[config.mk]
export PLATFORM = sky130hd
export DESIGN_NAME = fc_result_collect
export DESIGN_NICKNAME = d
export VERILOG_FILES = /design/src/rtl/fc_result_collect.sv
export SDC_FILE = /design/constraint.sdc
export NUM_CORES = 1
export LEC_CHECK = 0
export ABC_CLOCK_PERIOD_IN_PS = 4900
export CORE_MARGIN = 2
export CORE_UTILIZATION = 50
export CTS_CLUSTER_DIAMETER = 60
export CTS_CLUSTER_SIZE = 14
export DETAILED_ROUTE_END_ITERATION = 8
export HOLD_SLACK_MARGIN = 0.15
export PLACE_DENSITY = 0.72
export SYNTH_ARGS = -nofsm -noshare
export SYNTH_HDL_FRONTEND = slang
export SYNTH_SLANG_ARGS = --single-unit
[constraint.sdc]
create_clock -name clk -period 4.9 [get_ports clk]
set_input_delay 1.47 -clock clk [delete_from_list [all_inputs] [get_ports clk]]
set_output_delay 1.47 -clock clk [all_outputs]
set_load 0.01 [all_outputs]
[src/rtl/fc_result_collect.sv]
// Collects class-major partial sums for 10 classes, saturates each class total to 16 bits
// and emits one packed 160-bit result write per frame. Optional macro RESULT_RELU_EN clamps negative lanes to 0.
module fc_result_collect (
  input  logic         clk,
  input  logic         rst,
  input  logic         start,
  input  logic [7:0]   cfg_num_partials,
  input  logic         in_valid,
  input  logic [15:0]  in_data,
  output logic         in_ready,
  output logic [159:0] write_result_data,
  output logic         write_result_signal,
  output logic         busy,
  output logic         done
);

  typedef enum logic [1:0] {
    IDLE  = 2'd0,
    ACCUM = 2'd1,
    WRITE = 2'd2
  } state_t;

  state_t              state_r;
  state_t              state_next_s;
  logic [7:0]          n_r;
  logic [3:0]          class_cnt_r;
  logic [7:0]          part_cnt_r;
  logic signed [23:0]  acc_r;
  logic [9:0][15:0]    lanes_r;
  logic [9:0][15:0]    lanes_next_s;
  logic                accept_s;
  logic                last_beat_s;
  logic signed [23:0]  ext_s;
  logic signed [23:0]  sum_s;

  function automatic logic [15:0] sat_lane(input logic signed [23:0] v);
    logic [15:0] s;
    if (v > 24'sh007FFF) begin
      s = 16'h7FFF;
    end else if (v < 24'shFF8000) begin
      s = 16'h8000;
    end else begin
      s = v[15:0];
    end
`ifdef RESULT_RELU_EN
    s = s[15] ? 16'h0000 : s;
`endif
    return s;
  endfunction

  assign accept_s    = (state_r == ACCUM) && in_valid && in_ready;
  assign last_beat_s = (part_cnt_r == (n_r - 8'd1));
  assign ext_s       = {{8{in_data[15]}}, in_data};
  assign sum_s       = (part_cnt_r == 8'd0) ? ext_s : (acc_r + ext_s);

  // Next-state and next-lane decode.
  always_comb begin
    state_next_s = state_r;
    lanes_next_s = lanes_r;
    case (state_r)
      IDLE: begin
        if (start) begin
          state_next_s = ACCUM;
          lanes_next_s = '0;
        end else begin
          state_next_s = IDLE;
        end
      end
      ACCUM: begin
        if (accept_s && last_beat_s) begin
          lanes_next_s[class_cnt_r] = sat_lane(sum_s);
          if (class_cnt_r == 4'd9) begin
            state_next_s = WRITE;
          end else begin
            state_next_s = ACCUM;
          end
        end else begin
          state_next_s = ACCUM;
        end
      end
      WRITE: begin
        state_next_s = IDLE;
      end
      default: begin
        state_next_s = IDLE;
      end
    endcase
  end

  // State, counters, accumulator, lanes and registered outputs.
  always_ff @(posedge clk) begin
    if (rst) begin
      state_r             <= IDLE;
      n_r                 <= 8'd0;
      class_cnt_r         <= 4'd0;
      part_cnt_r          <= 8'd0;
      acc_r               <= 24'sd0;
      lanes_r             <= '0;
      in_ready            <= 1'b0;
      busy                <= 1'b0;
      done                <= 1'b0;
      write_result_signal <= 1'b0;
      write_result_data   <= 160'd0;
    end else begin
      state_r             <= state_next_s;
      lanes_r             <= lanes_next_s;
      in_ready            <= (state_next_s == ACCUM);
      busy                <= (state_next_s == ACCUM) || (state_next_s == WRITE);
      done                <= (state_next_s == WRITE);
      write_result_signal <= (state_next_s == WRITE);
      // Data is captured together with the strobe so it includes the final lane.
      if (state_next_s == WRITE) begin
        write_result_data <= lanes_next_s;
      end
      case (state_r)
        IDLE: begin
          if (start) begin
            n_r         <= (cfg_num_partials == 8'd0) ? 8'd1 : cfg_num_partials;
            class_cnt_r <= 4'd0;
            part_cnt_r  <= 8'd0;
            acc_r       <= 24'sd0;
          end
        end
        ACCUM: begin
          if (accept_s) begin
            acc_r <= sum_s;
            if (last_beat_s) begin
              part_cnt_r  <= 8'd0;
              class_cnt_r <= class_cnt_r + 4'd1;
            end else begin
              part_cnt_r <= part_cnt_r + 8'd1;
            end
          end
        end
        default: begin
          acc_r <= acc_r;
        end
      endcase
    end
  end

endmodule

==> flow_summary.toml, run 1 <==
[cells_and_area]
antennaDiodeCount = 0
drive_gt1_frac = 0.123
areaGrowthSynthToFinish_pct = 25.5
fin_util = 0.634
nets = 2163
stdcell_area_um2 = 20500

[floorplanning]
io-pin-count = 192
dieArea_um2 = 34200
core_um2 = 32400
rows = 66
initial_utilization = 0.505
fp.dieH_um = 185
die_x_um = 185

[worst_setup_path]
crit_top_cell = "buf_4"
path_cells = "clkdlybuf4s50_1, buf_4, ha_1, nand2_1, nor2_1, nand2_1, a211oi_2, mux2_2, nor4_4, buf_4, o211ai_4, buf_4, o211ai_2, buf_4, o22ai_1"
critPathArrivalTime_ns = 5.04
path_buf_inv = 5
slowest_delay_ns = 0.56
critical_path_class = "in2reg"
worstPathRequired_ns = 5.28
crit_path_max_fanout = 12
crit_path_start_kind = "input pin"
cp_slowest_cell = "clkdlybuf4s50_1"
end_kind = "flop"
crit_family = "buffers and inverters"

[synthesis]
yosysWarnings = 0
synth_top_area_share = 0.452
async_flop_share = 0
synth_cell_types = 76
netlist.top_cell.by_area = "dfxtp_1"
synth_edf_count = 0
ys_ff_latch = 369
synthesis.nets = 1938
synthTopCellsByCount = "dfxtp_1, nand2_1, nor2_1"
synth.avg_cell_area_um2 = 8.71
synthFlopType = "dfxtp_1"
synthCells = 1877
synth_area_leaders = "dfxtp_1, nand2_1, a21oi_1, nor2_1, o22ai_1"
synth.cell_area_um2 = 16400
ys_seq_area_frac = 0.452
yosys.cell_count.top_type = "dfxtp_1"

[timing]
min_period_over_period = 0.951
finalClockSkew_ns = 0.0221
worstMarginPinSlew_ns = 1.07
slew_headroom = 0.284
fmax_ghz = 0.215
finalHoldViolations = 0
finalSetupViolCount = 0
drv_slew = 0
grt_setup_unrepaired = "no"
period_needed_ns = 4.66

[placed_design]
hpwl_um = 35800
port_buffers = 191
gp_congestion = 0.880
place_area_um2 = 19500

[cts]
numClockSinks = 369
cts.path.max_buffers = 3
clock_latency_ns = 0.52
clkSlewWorstSetupHoldPaths_ns = 0.06
root_buffer = "clkbuf_16"
cts_max_level = 2
cts_buffers = 34
cts_tree = "done"

[global_routing]
antenna_found_initial = 0
grt_max_degree = 136
grt_pass1_wl_um = 82000
track_usage = 0.303
grt-ovfl-total = 0
grt_pass1_vias = 14600

[power]
ir_drop_mv = 0.255
power_density_nw_per_um2 = 307
leakagePower_nw = 7.33

[drt]
wl_um = 52900
drt_iter0_markers = 1610
drc = 0
vias = 15500
vias_per_cell = 6.09
wl_per_cell_um = 20.7
first_pass_iters = 5
antenna_left = 0

[hold_path]
min_path_type = "reg2reg"

[run_status]
status = "complete, no violations"

[job]
cap_violations = 0
-- per-stage QoR --
step | total power (W) | std cells | hold WS, ns | setup TNS, ns | setup WS (ns)
final | 0.00629 | 2551 | 0.449 | 0 | 0.239
after global routing | 0.00646 | 2551 | 0.457 | 0 | 0.0157
after CTS | 0.00628 | 2548 | 0.447 | 0 | 0.175
after detailed placement | 0.00389 | 2505 | 0.438 | -44.45 | -0.319
after global placement | 0.00388 | 2505 | 0.425 | -29.68 | -0.250
after floorplan | 0.00350 | 1877 | 0.417 | 0 | 0.401
-- logic make-up (layout without fill, tap and decap cells) --
group                    Yosys count  in the layout  share of synthesized area
AO/OA/AOI/OAI                    675            675                      0.277
AND/OR/NAND/NOR                  574            574                      0.173
flip-flops                       369            369                      0.452
buffers and inverters            188            420                     0.0513
XOR/XNOR                          35             35                     0.0187
adder cells (fa/ha/maj)           33             33                     0.0257
multiplexers                       3              3                    0.00191
-- final timing paths --
| kind | from | to | slack [ns] | depth (start not counted) |
|---|---|---|---|---|
| setup / recovery | in_data[15] | lanes_r[100] | 0.24 | 15 |
| hold / removal | lanes_r[21] | lanes_r[21] | 0.45 | 2 |
| setup reg to reg | n_r[0] | write_result_data[100] | 0.80 | 14 |
| hold reg to reg | lanes_r[21] | lanes_r[21] | 0.45 | 2 |
-- cell usage in the layout, fill, tap and decap left out, types with 14 or more instances in the layout --
| cell type | instances |
|---|---|
| a311o_1 | 30 |
| o22ai_1 | 74 |
| buf_12 | 16 |
| ha_1 | 31 |
| nor2b_1 | 14 |
| o2111ai_1 | 32 |
| nand3_1 | 17 |
| xor2_1 | 22 |
| o21ai_0 | 83 |
| nor3b_1 | 56 |
| a211oi_1 | 39 |
| clkbuf_16 | 35 |
| a21oi_1 | 140 |
| o21ai_1 | 89 |
| a22oi_1 | 23 |
| or3_1 | 34 |
| a31oi_1 | 62 |
| nand2_1 | 211 |
| a221oi_1 | 15 |
| clkdlybuf4s50_1 | 190 |
| nor2_1 | 150 |
| o21bai_1 | 15 |
| dfxtp_1 | 369 |
| buf_4 | 150 |
| inv_1 | 18 |
| nand4b_1 | 15 |
-- sequential cells by signal (all words and copies together) (netlist names) --
| name | flops |
|---|---|
| done | 1 |
| in_ready | 1 |
| n_r | 8 |
| acc_r | 24 |
| lanes_r | 160 |
| class_cnt_r | 4 |
| write_result_data | 160 |
| part_cnt_r | 8 |
| busy | 1 |
| state_r | 2 |
-- where the power goes --
group / switching [W] / internal [W]
sequential: 0.0000117 / 0.00301
combinational: 0.000522 / 0.000299
clock: 0.00113 / 0.00132
total: 0.00167 / 0.00463
-- metal layers --
metal	vias up	GRT usage	wire, um
met2	669	0.493	24700
met3	92	0.0427	3860
met5	-	0	0
met1	7428	0.415	22900
met4	0	0.0946	1420
li1	7355	-	-
-- layout make-up --
cell class | instances | area (um2)
Sequential cell | 369 | 7390
Tap cell | 442 | 553
Fill cell | 2771 | 11900
Inverter | 18 | 67.6
Clock buffer | 37 | 903
Clock inverter | 6 | 55.1
Timing Repair Buffer | 359 | 3390
Multi-Input combinational cell | 1320 | 8160
-- worst register-to-register path, cell delays in order (launching register included) --
cell,delay (ns)
dfxtp_1,0.38
inv_1,0.09
ha_1,0.24
nand2b_1,0.17
o211a_1,0.13
o31a_1,0.34
nor4_4,0.45
nand4_1,0.19
inv_1,0.20
or3_1,0.22
ha_4,0.26
inv_1,0.16
nor2_4,0.22
nand3_1,0.58
o21ai_0,0.35
-- repair_timing --
action | CTS | global route
resized for setup | 0 | 2
endpoints found under the hold margin | 0 | 0
setup buffers | 0 | 3
hold buffers | 0 | 0
setup endpoints to repair | 0 | 12
No activity file was read; power rests on OpenSTA's default activity.
==> run 2: changes to the inputs <==
--- a/config.mk
+++ b/config.mk
@@ -6,6 +6,7 @@
 export NUM_CORES = 1
 export LEC_CHECK = 0
 export ABC_CLOCK_PERIOD_IN_PS = 4900
+export CORE_ASPECT_RATIO = 1.5
 export CORE_MARGIN = 2
 export CORE_UTILIZATION = 50
 export CTS_CLUSTER_DIAMETER = 60
==> run 2 against run 1 <==
Maximum frequency rose by 2.2%. Clock-buffer cell count fell by 6. Clock power fell by 10%. Worst setup slack improved by 0.10 ns. Routed wire length fell by 1.3%. Hold slack improved by 0.0043 ns. Sequential share of layout area rose by 0.16 points. Via count fell by 0.81%. Combinational power rose by 2.9%. Die area barely moved. Sequential power barely moved. Total power fell by 3.6%.
==> flow_summary.toml, run 2 (same netlist as run 1, synthesis figures left out) <==
[hold_path]
min_path_type = "reg2reg"
hp-start = "lanes_r[21]"
holdPathEnd = "lanes_r[21]"
min_path_cells = 2

[global_routing]
grt.busiest_layer = "met2"
use_met3 = 0.0336
grt-ovfl-total = 0
grt_max_degree = 152
grt_pass1_wl_um = 81200
grt_pass1_vias = 14800
met2_usage = 0.531
antenna_found_initial = 0
track_usage = 0.300
met1_usage = 0.366

[worst_setup_path]
r2r-start = "n_r[0]"
crit_top_cell = "buf_4"
crit_path_start_kind = "input pin"
path_cells = "clkdlybuf4s50_1, ha_1, fa_1, a211oi_1, o211ai_1, a21oi_1, buf_4, o21ai_1, xor2_1, nand4_1, o211ai_4, buf_12, o211ai_2, buf_4, o21ai_0"
critical_path_class = "in2reg"
crit_path_max_fanout = 12
reg2reg_to = "write_result_data[81]"
end_kind = "flop"
cp_slowest_cell = "clkdlybuf4s50_1"
critPathArrivalTime_ns = 5.05
r2r_slack_ns = 0.81
slowest_delay_ns = 0.43
worstPathRequired_ns = 5.39
cp-startpoint = "in_data[0]"
rr_worst_depth = 15

[cts]
cts_max_level = 1
root_buffer = "clkbuf_16"
cts.path.max_buffers = 3
numClockSinks = 369
clock_latency_ns = 0.58
cts_setup_buffers = 0
cts_buffers = 31
cts_hold_buffers = 0
cts_resized = 0
clkSlewWorstSetupHoldPaths_ns = 0.07
cts_tree = "done"

[timing]
worstMarginPinSlew_ns = 1.21
min_period_over_period = 0.931
slew_headroom = 0.190
finalClockSkew_ns = 0.0107
finalHoldViolations = 0
finalSetupViolCount = 0
finalSetupTns_ns = 0
grt_setup_unrepaired = "no"
drv_slew = 0
period_needed_ns = 4.56
fmax_ghz = 0.219

[job]
cap_violations = 0

[drt]
first_pass_iters = 5
drt_iter0_markers = 987
wl_um = 52200
wl_per_cell_um = 20.8
vias_per_cell = 6.14
antenna_left = 0
vias = 15400
drc = 0

[placed_design]
port_buffers = 191
hpwl_um = 36200
gp_congestion = 0.937

[power]
ir_drop_mv = 0.279
p_total_w = 0.00607
power_density_nw_per_um2 = 297
leakagePower_nw = 7.27

[cells_and_area]
final_cell_mix = "dfxtp_1, nand2_1, clkdlybuf4s50_1, nor2_1, a21oi_1"
reg_top3 = "lanes_r (160), write_result_data (160), acc_r (24)"
final_common_cell = "dfxtp_1"
areaGrowthSynthToFinish_pct = 24.9
antennaDiodeCount = 0
drive_gt1_frac = 0.117
nets = 2156

[floorplanning]
io-pin-count = 192
core_um2 = 32400
dieArea_um2 = 34200
rows = 81
die_x_um = 152
initial_utilization = 0.504
fp.dieH_um = 225

[run_status]
status = "complete, no violations"
[run 2: changes by cell type in the layout (fill, tap and decap cells not counted), moves of 2 or more]
cell	change
buf_12	+11
buf_4	-13
buf_6	-2
clkbuf_16	-4
clkbuf_8	-2
clkinv_2	-2
[run 2: through the flow]
step,cells,worst slack (ns),area [um2],util,hold WS [ns]
final,2511,0.339,20400,0.630,0.453
after global routing,2511,0.0271,20400,0.630,0.470
after CTS,2511,0.345,20400,0.630,0.454
after detailed placement,2477,-0.254,19600,0.605,0.437
after global placement,2477,-0.193,19600,0.605,0.427
after floorplan,1877,0.401,16400,-,0.417
[run 2: worst max path at each step]
stage / depth (start not counted) / endpoint
after detailed placement: 15 / write_result_data[132]
after global routing: 15 / write_result_data[132]
final: 15 / lanes_r[117]
after CTS: 15 / write_result_data[132]
after global placement: 15 / write_result_data[11]
after floorplan: 13 / write_result_data[43]
[run 2: per-layer routing]
metal	vias to the layer above	wire, um
li1	7321	-
met4	0	2120
met1	7417	20600
met2	565	26800
met5	-	0
met3	115	2770
[run 2: power by group]
group / switching (W) / internal [W]
Sequential: 0.0000117 / 0.00301
Clock: 0.00109 / 0.00112
Combinational: 0.000521 / 0.000323
Total: 0.00162 / 0.00445
[run 2: area by class of cell]
type                       count  area (um2)
inverter                      18        67.6
multi-input combinational   1320        8160
clock buffer                  31         776
clock inverter                 3        28.8
tap                          415         519
fill                        2783       12000
timing repair buffer         355        3490
sequential                   369        7390
[run 2: critical path: cells and delay by family]
kind / cells / cell delay, ns
compound gates: 7 / 1.51
fa+ha+maj: 2 / 0.63
buf+inv: 4 / 1.00
simple gates: 1 / 0.20
xor+xnor: 1 / 0.23
